`config.mk`:
```
export PLATFORM = sky130hd
export DESIGN_NAME = corebootstrap_spi_loader
export DESIGN_NICKNAME = d
export VERILOG_FILES = /design/src/rtl/corebootstrap_spi_loader.sv
export SDC_FILE = /design/constraint.sdc
export NUM_CORES = 1
export LEC_CHECK = 0
export BUFFER_PORTS_ARGS = -buffer_cell sky130_fd_sc_hd__buf_4
export CAP_MARGIN = 20
export CORE_MARGIN = 2
export CORE_UTILIZATION = 55
export CTS_CLUSTER_DIAMETER = 30
export CTS_CLUSTER_SIZE = 25
export DETAILED_ROUTE_END_ITERATION = 7
export PLACE_DENSITY = 0.76
export SYNTH_ARGS = -nofsm -noshare
export SYNTH_HDL_FRONTEND = slang
export SYNTH_SLANG_ARGS = --single-unit
```
`constraint.sdc`:
```
create_clock -name HCLK -period 2.84 [get_ports HCLK]
set_clock_uncertainty 0.15 [all_clocks]
set_input_delay 0.284 -clock HCLK [delete_from_list [all_inputs] [get_ports HCLK]]
set_output_delay 0.284 -clock HCLK [all_outputs]
set_load 0.01 [all_outputs]
```
`src/rtl/corebootstrap_spi_loader.sv`:
```
// Boot image fetch: READ 0x03 from SPI flash, streams NUM_WORDS words to the writer, then checks a trailing sum word.
// Latency: first SCK rise SCLK_DIV cycles after SS falls; each word is strobed one HCLK after its 32nd sampled bit.
// Backpressure: none; rd_data holds from one strobe to the next, which gives the writer 64*SCLK_DIV HCLK cycles per word.
module corebootstrap_spi_loader #(
  parameter logic [23:0] SPI_SRC_ADDR = 24'h000000,
  parameter int          NUM_WORDS    = 1024,
  parameter int          SCLK_DIV     = 2
) (
  input  logic        HCLK,
  input  logic        HRESETN,
  output logic        SPI_SCK,
  output logic        SPI_SS,
  output logic        SPI_SDO,
  input  logic        SPI_SDI,
  output logic [31:0] rd_data,
  output logic        rd_data_avail,
  output logic        rd_all_done,
  output logic        cksum_done,
  output logic        CKSUM_ERR,
  output logic        busy
);

  localparam int WCW = $clog2(NUM_WORDS + 1);
  localparam int DCW = (SCLK_DIV > 1) ? $clog2(SCLK_DIV) : 1;
  localparam logic [7:0]     READ_CMD  = 8'h03;
  localparam logic [DCW-1:0] DIV_LAST  = DCW'(SCLK_DIV - 1);
  localparam logic [WCW-1:0] LAST_WORD = WCW'(NUM_WORDS - 1);

  typedef enum logic [2:0] {
    S_IDLE,
    S_CMD,
    S_DATA,
    S_CKSUM,
    S_DONE
  } state_t;

  state_t state, next_state;

  // SCK divider and bit/word bookkeeping
  logic [DCW-1:0] div_cnt;
  logic [4:0]     bit_cnt;
  logic [WCW-1:0] word_cnt;
  logic [31:0]    tx_sr;
  logic [31:0]    rx_sr;
  logic [31:0]    acc;
  // Set on the 32nd sample of a word; consumed on the following HCLK.
  logic           word_rdy;

  // Decoded controls from the next-state logic
  logic        active;
  logic        tick;
  logic        sck_rise;
  logic        sck_fall;
  logic        start;
  logic        cmd_done;
  logic        sample;
  logic        present;
  logic        last_word;
  logic        finish;
  logic [31:0] rx_word;

  // State register
  always_ff @(posedge HCLK or negedge HRESETN) begin
    if (!HRESETN) begin
      state <= S_IDLE;
    end else begin
      state <= next_state;
    end
  end

  // Next-state and per-cycle control decode
  always_comb begin
    next_state = state;
    start      = 1'b0;
    cmd_done   = 1'b0;
    sample     = 1'b0;
    present    = 1'b0;
    last_word  = 1'b0;
    finish     = 1'b0;
    active     = (state == S_CMD) || (state == S_DATA) || (state == S_CKSUM);
    tick       = active && (div_cnt == DIV_LAST);
    sck_rise   = tick && !SPI_SCK;
    sck_fall   = tick && SPI_SCK;
    // Bytes arrive MSB first; the first byte on the wire is the least significant.
    rx_word    = {rx_sr[7:0], rx_sr[15:8], rx_sr[23:16], rx_sr[31:24]};
    case (state)
      S_IDLE: begin
        start      = 1'b1;
        next_state = S_CMD;
      end
      S_CMD: begin
        if (sck_fall && (bit_cnt == 5'd31)) begin
          cmd_done   = 1'b1;
          next_state = S_DATA;
        end
      end
      S_DATA: begin
        sample  = sck_rise;
        present = word_rdy;
        if (word_rdy && (word_cnt == LAST_WORD)) begin
          last_word  = 1'b1;
          next_state = S_CKSUM;
        end
      end
      S_CKSUM: begin
        sample = sck_rise;
        if (word_rdy) begin
          finish     = 1'b1;
          next_state = S_DONE;
        end
      end
      default: begin
        next_state = state;
      end
    endcase
  end

  // SPI pins, shift registers, word presentation and checksum datapath
  always_ff @(posedge HCLK or negedge HRESETN) begin
    if (!HRESETN) begin
      SPI_SS        <= 1'b1;
      SPI_SCK       <= 1'b0;
      SPI_SDO       <= 1'b0;
      rd_data       <= '0;
      rd_data_avail <= 1'b0;
      rd_all_done   <= 1'b0;
      cksum_done    <= 1'b0;
      CKSUM_ERR     <= 1'b0;
      busy          <= 1'b0;
      div_cnt       <= '0;
      bit_cnt       <= '0;
      word_cnt      <= '0;
      tx_sr         <= '0;
      rx_sr         <= '0;
      acc           <= '0;
      word_rdy      <= 1'b0;
    end else begin
      rd_data_avail <= 1'b0;
      if (start) begin
        // First command bit goes out together with SS falling.
        SPI_SS   <= 1'b0;
        busy     <= 1'b1;
        SPI_SCK  <= 1'b0;
        SPI_SDO  <= READ_CMD[7];
        tx_sr    <= {READ_CMD, SPI_SRC_ADDR};
        div_cnt  <= '0;
        bit_cnt  <= '0;
        word_cnt <= '0;
        acc      <= '0;
        word_rdy <= 1'b0;
      end else if (active) begin
        if (tick) begin
          div_cnt <= '0;
          SPI_SCK <= ~SPI_SCK;
        end else begin
          div_cnt <= div_cnt + 1'b1;
        end

        // Command bits advance on SCK falling; counter wraps to 0 for the data phase.
        if ((state == S_CMD) && sck_fall) begin
          bit_cnt <= bit_cnt + 5'd1;
          tx_sr   <= tx_sr << 1;
          SPI_SDO <= cmd_done ? 1'b0 : tx_sr[30];
        end

        if (sample) begin
          rx_sr   <= {rx_sr[30:0], SPI_SDI};
          bit_cnt <= bit_cnt + 5'd1;
          if (bit_cnt == 5'd31) begin
            word_rdy <= 1'b1;
          end
        end

        if (present) begin
          rd_data       <= rx_word;
          rd_data_avail <= 1'b1;
          acc           <= acc + rx_word;
          word_cnt      <= word_cnt + 1'b1;
          word_rdy      <= 1'b0;
          if (last_word) begin
            rd_all_done <= 1'b1;
          end
        end

        // Checksum word never reaches rd_data: the writer may still be using the last data word.
        if (finish) begin
          CKSUM_ERR  <= (acc != rx_word);
          cksum_done <= 1'b1;
          SPI_SS     <= 1'b1;
          SPI_SCK    <= 1'b0;
          busy       <= 1'b0;
          word_rdy   <= 1'b0;
          div_cnt    <= '0;
        end
      end
    end
  end

endmodule
```
==> summary.md <==
| Metric | Value |
|---|---|
| Critical path fanouts, max | 4 |
| Vias | 5350 |
| Leakage | 4.19 nW |
| CTS tree | built |
| WP data arrival | 3000 ps |
| CTS clk-pin slew, worst paths | 60 ps |
| Std cell rows | 40 |
| Core Region | 0.0120 mm² |
| Largest area contributor in the netlist | dfrtp_1 |
| Final non-filler cell total | 924 |
| Synth Register Bits | 132 |
| Post-synth ARST share | 100% |
| Minimum clock period | 2840 ps |
| Finished Cell Area | 0.00819 mm² |
| FILL cells | 885 |
| Number of global-route vias before repair | 5324 |
| Synth warn | 0 |
| # diodes | 0 |
| Port buffer count | 42 |
| Failing checks | negative setup slack |
| Post-route ant nets | 0 |
| Clock power share | 53.9% |
| Vias/cell | 5.79 |
| WL per Instance | 16.2 µm |
| Dpl cell area | 0.00736 mm² |
| CP endpoint kind | flop |
| Clock root cell | clkbuf_16 |
| Max Root-Sink Buffers | 2 |
| Mapped cell area | 0.00673 mm² |
| Status | complete, but fails checks |
| Maximum achievable frequency | 352 MHz |
| Max VDD drop | 0.000355 V |
| Drt first pass iters | 5 |
| Final TNS setup | -3.88 ps |
| Initial detailed-routing violation count | 336 |
| Grt met3 use | 4.76% |
| Placer Congestion | 0.919 |
| # IOs | 43 |
| Syn nets | 731 |
| Share of cells above drive strength 1 | 22.9% |
| Most Used Layer, Global Route | met2 |
| Reg power frac | 45.0% |
| Pint | 3.35 mW |
| Max Cap Violations | 0 |
| Critical path class | flop to flop |
| Sw Ratio | 19.8% |
| Nets | 803 |
| Hold Crit Class | primary input to asynchronous set/reset pin |
| Worst-Margin Slew | 511 ps |
| Initial Utilization | 56.3% |
| Sequential share of the synthesized area | 49.1% |
| Number of synthesized flops with an enable pin | 0 |
| Remaining DRCs | 0 |
| Skew-Pair Late Insertion Delay | 430 ps |
| Fin. max-slew vios | 0 |
| Grt total ovfl | 0 |
| Total routed wirelength | 15000 µm |
| Die Ht | 115 µm |
| Area Growth Syn to Fin | 21.7% |
| Syn_area_per_cell | 9.71 µm² |
| GRT Util Overall | 24.3% |
| Cells after DPL | 880 |
| Total CTS buffers | 17 |
| RSZ-0062 raised after global routing | yes |
| Final Hold Fails | 0 |
| Cells after Synth | 693 |
| # setup viols final | 1 |
| Largest net degree at the start of global routing | 71 |
| Fin crit share | 100% |
| H-tree Lvls | 4 |
| Global-route wire length before repair | 25100 µm |
| CP Launch Type | flop |
| Clock Sinks | 132 |
| Die area | 0.0131 mm² |
| Post-DP HPWL | 9930 µm |
| Tot Pwr | 4.18 mW |
| Relative slew slack | 65.7% |
| Cell variety after synth | 62 |
| Req. time, crit path | 3000 ps |
| Top cell type's share of synthesized area | 48.7% |
| Die Wd | 115 µm |
| Top_reg_cell synth | dfrtp_1 |
| Initial antenna violation count | 0 |
| GRT met2 Usage | 37.8% |
| Pwr Density | 510 mW/mm² |
| Final WS setup | -3.88 ps |
| Combinational share of power | 1.1% |
| Largest cells by area after synthesis | dfrtp_1, nand2_1, ha_1, mux2_2, o21ai_0 |
| Switch Pwr | 829 µW |
| M1 GR Usage | 32.3% |
[cells in the final DEF, fill, tap and decap left out, types with 3 or more instances in the layout]
cell / instances
a21o_1: 18
xor2_1: 20
nor2b_1: 3
a31oi_1: 4
nand4_1: 7
ha_4: 4
o21ai_1: 7
a32o_1: 4
mux2_2: 32
nor3_1: 5
xnor2_1: 15
clkbuf_1: 5
nand2_1: 169
buf_4: 82
o21ai_0: 45
o21a_1: 4
clkbuf_16: 17
a211o_1: 3
ha_1: 26
a211oi_1: 3
a21oi_1: 31
ha_2: 4
o21bai_1: 3
nand3_1: 11
nor2_1: 37
inv_1: 9
a21oi_2: 4
nand2b_1: 4
bufinv_16: 4
or3_1: 4
dfrtp_1: 131
nor4_1: 7
[synth_stat cells, types with 3 or more instances]
| library cell | instances |
|---|---|
| nor2b_1 | 3 |
| a21oi_1 | 35 |
| dfrtp_1 | 131 |
| nand4_1 | 7 |
| nor4_1 | 7 |
| o21ai_1 | 5 |
| nor2_1 | 39 |
| a211oi_1 | 3 |
| inv_1 | 9 |
| xor2_1 | 20 |
| a21o_1 | 18 |
| clkbuf_1 | 24 |
| nand3_1 | 12 |
| o21bai_1 | 4 |
| o21a_1 | 4 |
| nand2_1 | 169 |
| xnor2_1 | 15 |
| buf_1 | 4 |
| a211o_1 | 3 |
| mux2_2 | 32 |
| nor3_1 | 6 |
| ha_1 | 34 |
| a31oi_1 | 4 |
| o21ai_0 | 48 |
| a32o_1 | 4 |
| or3_1 | 4 |
| nand2b_1 | 4 |
[per-layer routing]
metal  routed length, µm  vias up
met2                7190      159
met1                6750     2608
li1                    -     2547
met3                 647       36
met5                   0        -
met4                 385        0
[sequential cells by signal, summed over array words and instances, names as in the netlist, 3 cells and up]
register  cells
rd_data      32
bit_cnt       5
acc          32
rx_sr        32
tx_sr         7
word_cnt     11
state         3
[kinds of logic after synthesis]
family          Yosys count  share of synthesized area, %
fa+ha+maj                35                          6.62
flops                   132                          49.1
compound gates          151                          14.7
simple gates            264                          16.9
mux                      34                          5.65
xor+xnor                 35                          4.56
buf+inv                  42                          2.42
[stage by stage]
stage	hold slack (ps)	utilization [%]	setup WS, ps
2_1_floorplan	-162	-	4.05
6_report	206	68.4	-3.88
3_3_place_gp	111	61.5	8.39
5_1_grt	250	68.4	-86.6
3_5_place_dp	117	61.5	-49.8
4_1_cts	216	67.1	1.74
[area by class of cell]
| type | count | area (µm²) | share of cell area, % |
|---|---|---|---|
| multi-input combinational | 519 | 3410 | 41.6 |
| inverter | 10 | 37.5 | 0.459 |
| sequential | 132 | 3300 | 40.4 |
| clock inverter | 9 | 155 | 1.90 |
| clock buffer | 22 | 444 | 5.43 |
| tap | 147 | 184 | 2.25 |
| timing repair buffer | 85 | 656 | 8.01 |
[power by group through the flow]
stage	sequential (mW)	clock [mW]	combinational [mW]
after floorplan	1.92	0	0.0000133
after global placement	1.92	0	0.0439
after detailed placement	1.92	0	0.0447
after CTS	1.88	2.30	0.0472
after global routing	1.88	2.36	0.0524
final	1.88	2.25	0.0439
[what timing repair did]
item                                    CTS  global route
endpoints found under the hold margin    34             0
setup buffers                             5             6
endpoints found under the setup margin    3             9
hold buffers                              2             0
cloned                                    0             0
resized for setup                         3            20
pin swaps                                11            18
[worst paths after layout]
| check | from | endpoint | slack [ps] | cells after the start |
|---|---|---|---|---|
| max reg2reg | rx_sr[24] | acc[30] | -4 | 11 |
| min in group HCLK | rd_data[7] | rd_data[7] | 320 | 2 |
| max in group asynchronous | HRESETN | SPI_SS | 1580 | 3 |
| max | rx_sr[24] | acc[30] | -4 | 11 |
| min reg2reg | rd_data[7] | rd_data[7] | 320 | 2 |
| min | HRESETN | rx_sr[15] | 210 | 2 |
[worst max-delay path: stages, from the launching register on]
cell,delay [ps]
dfrtp_1,380
ha_2,200
fa_2,350
a21o_1,170
a21o_1,190
a21oi_4,180
nor4_4,80
o41ai_4,350
o211ai_2,160
a221oi_2,280
xor2_1,170
o21ai_1,70
Note: power is estimated with default switching activity, not from simulation.
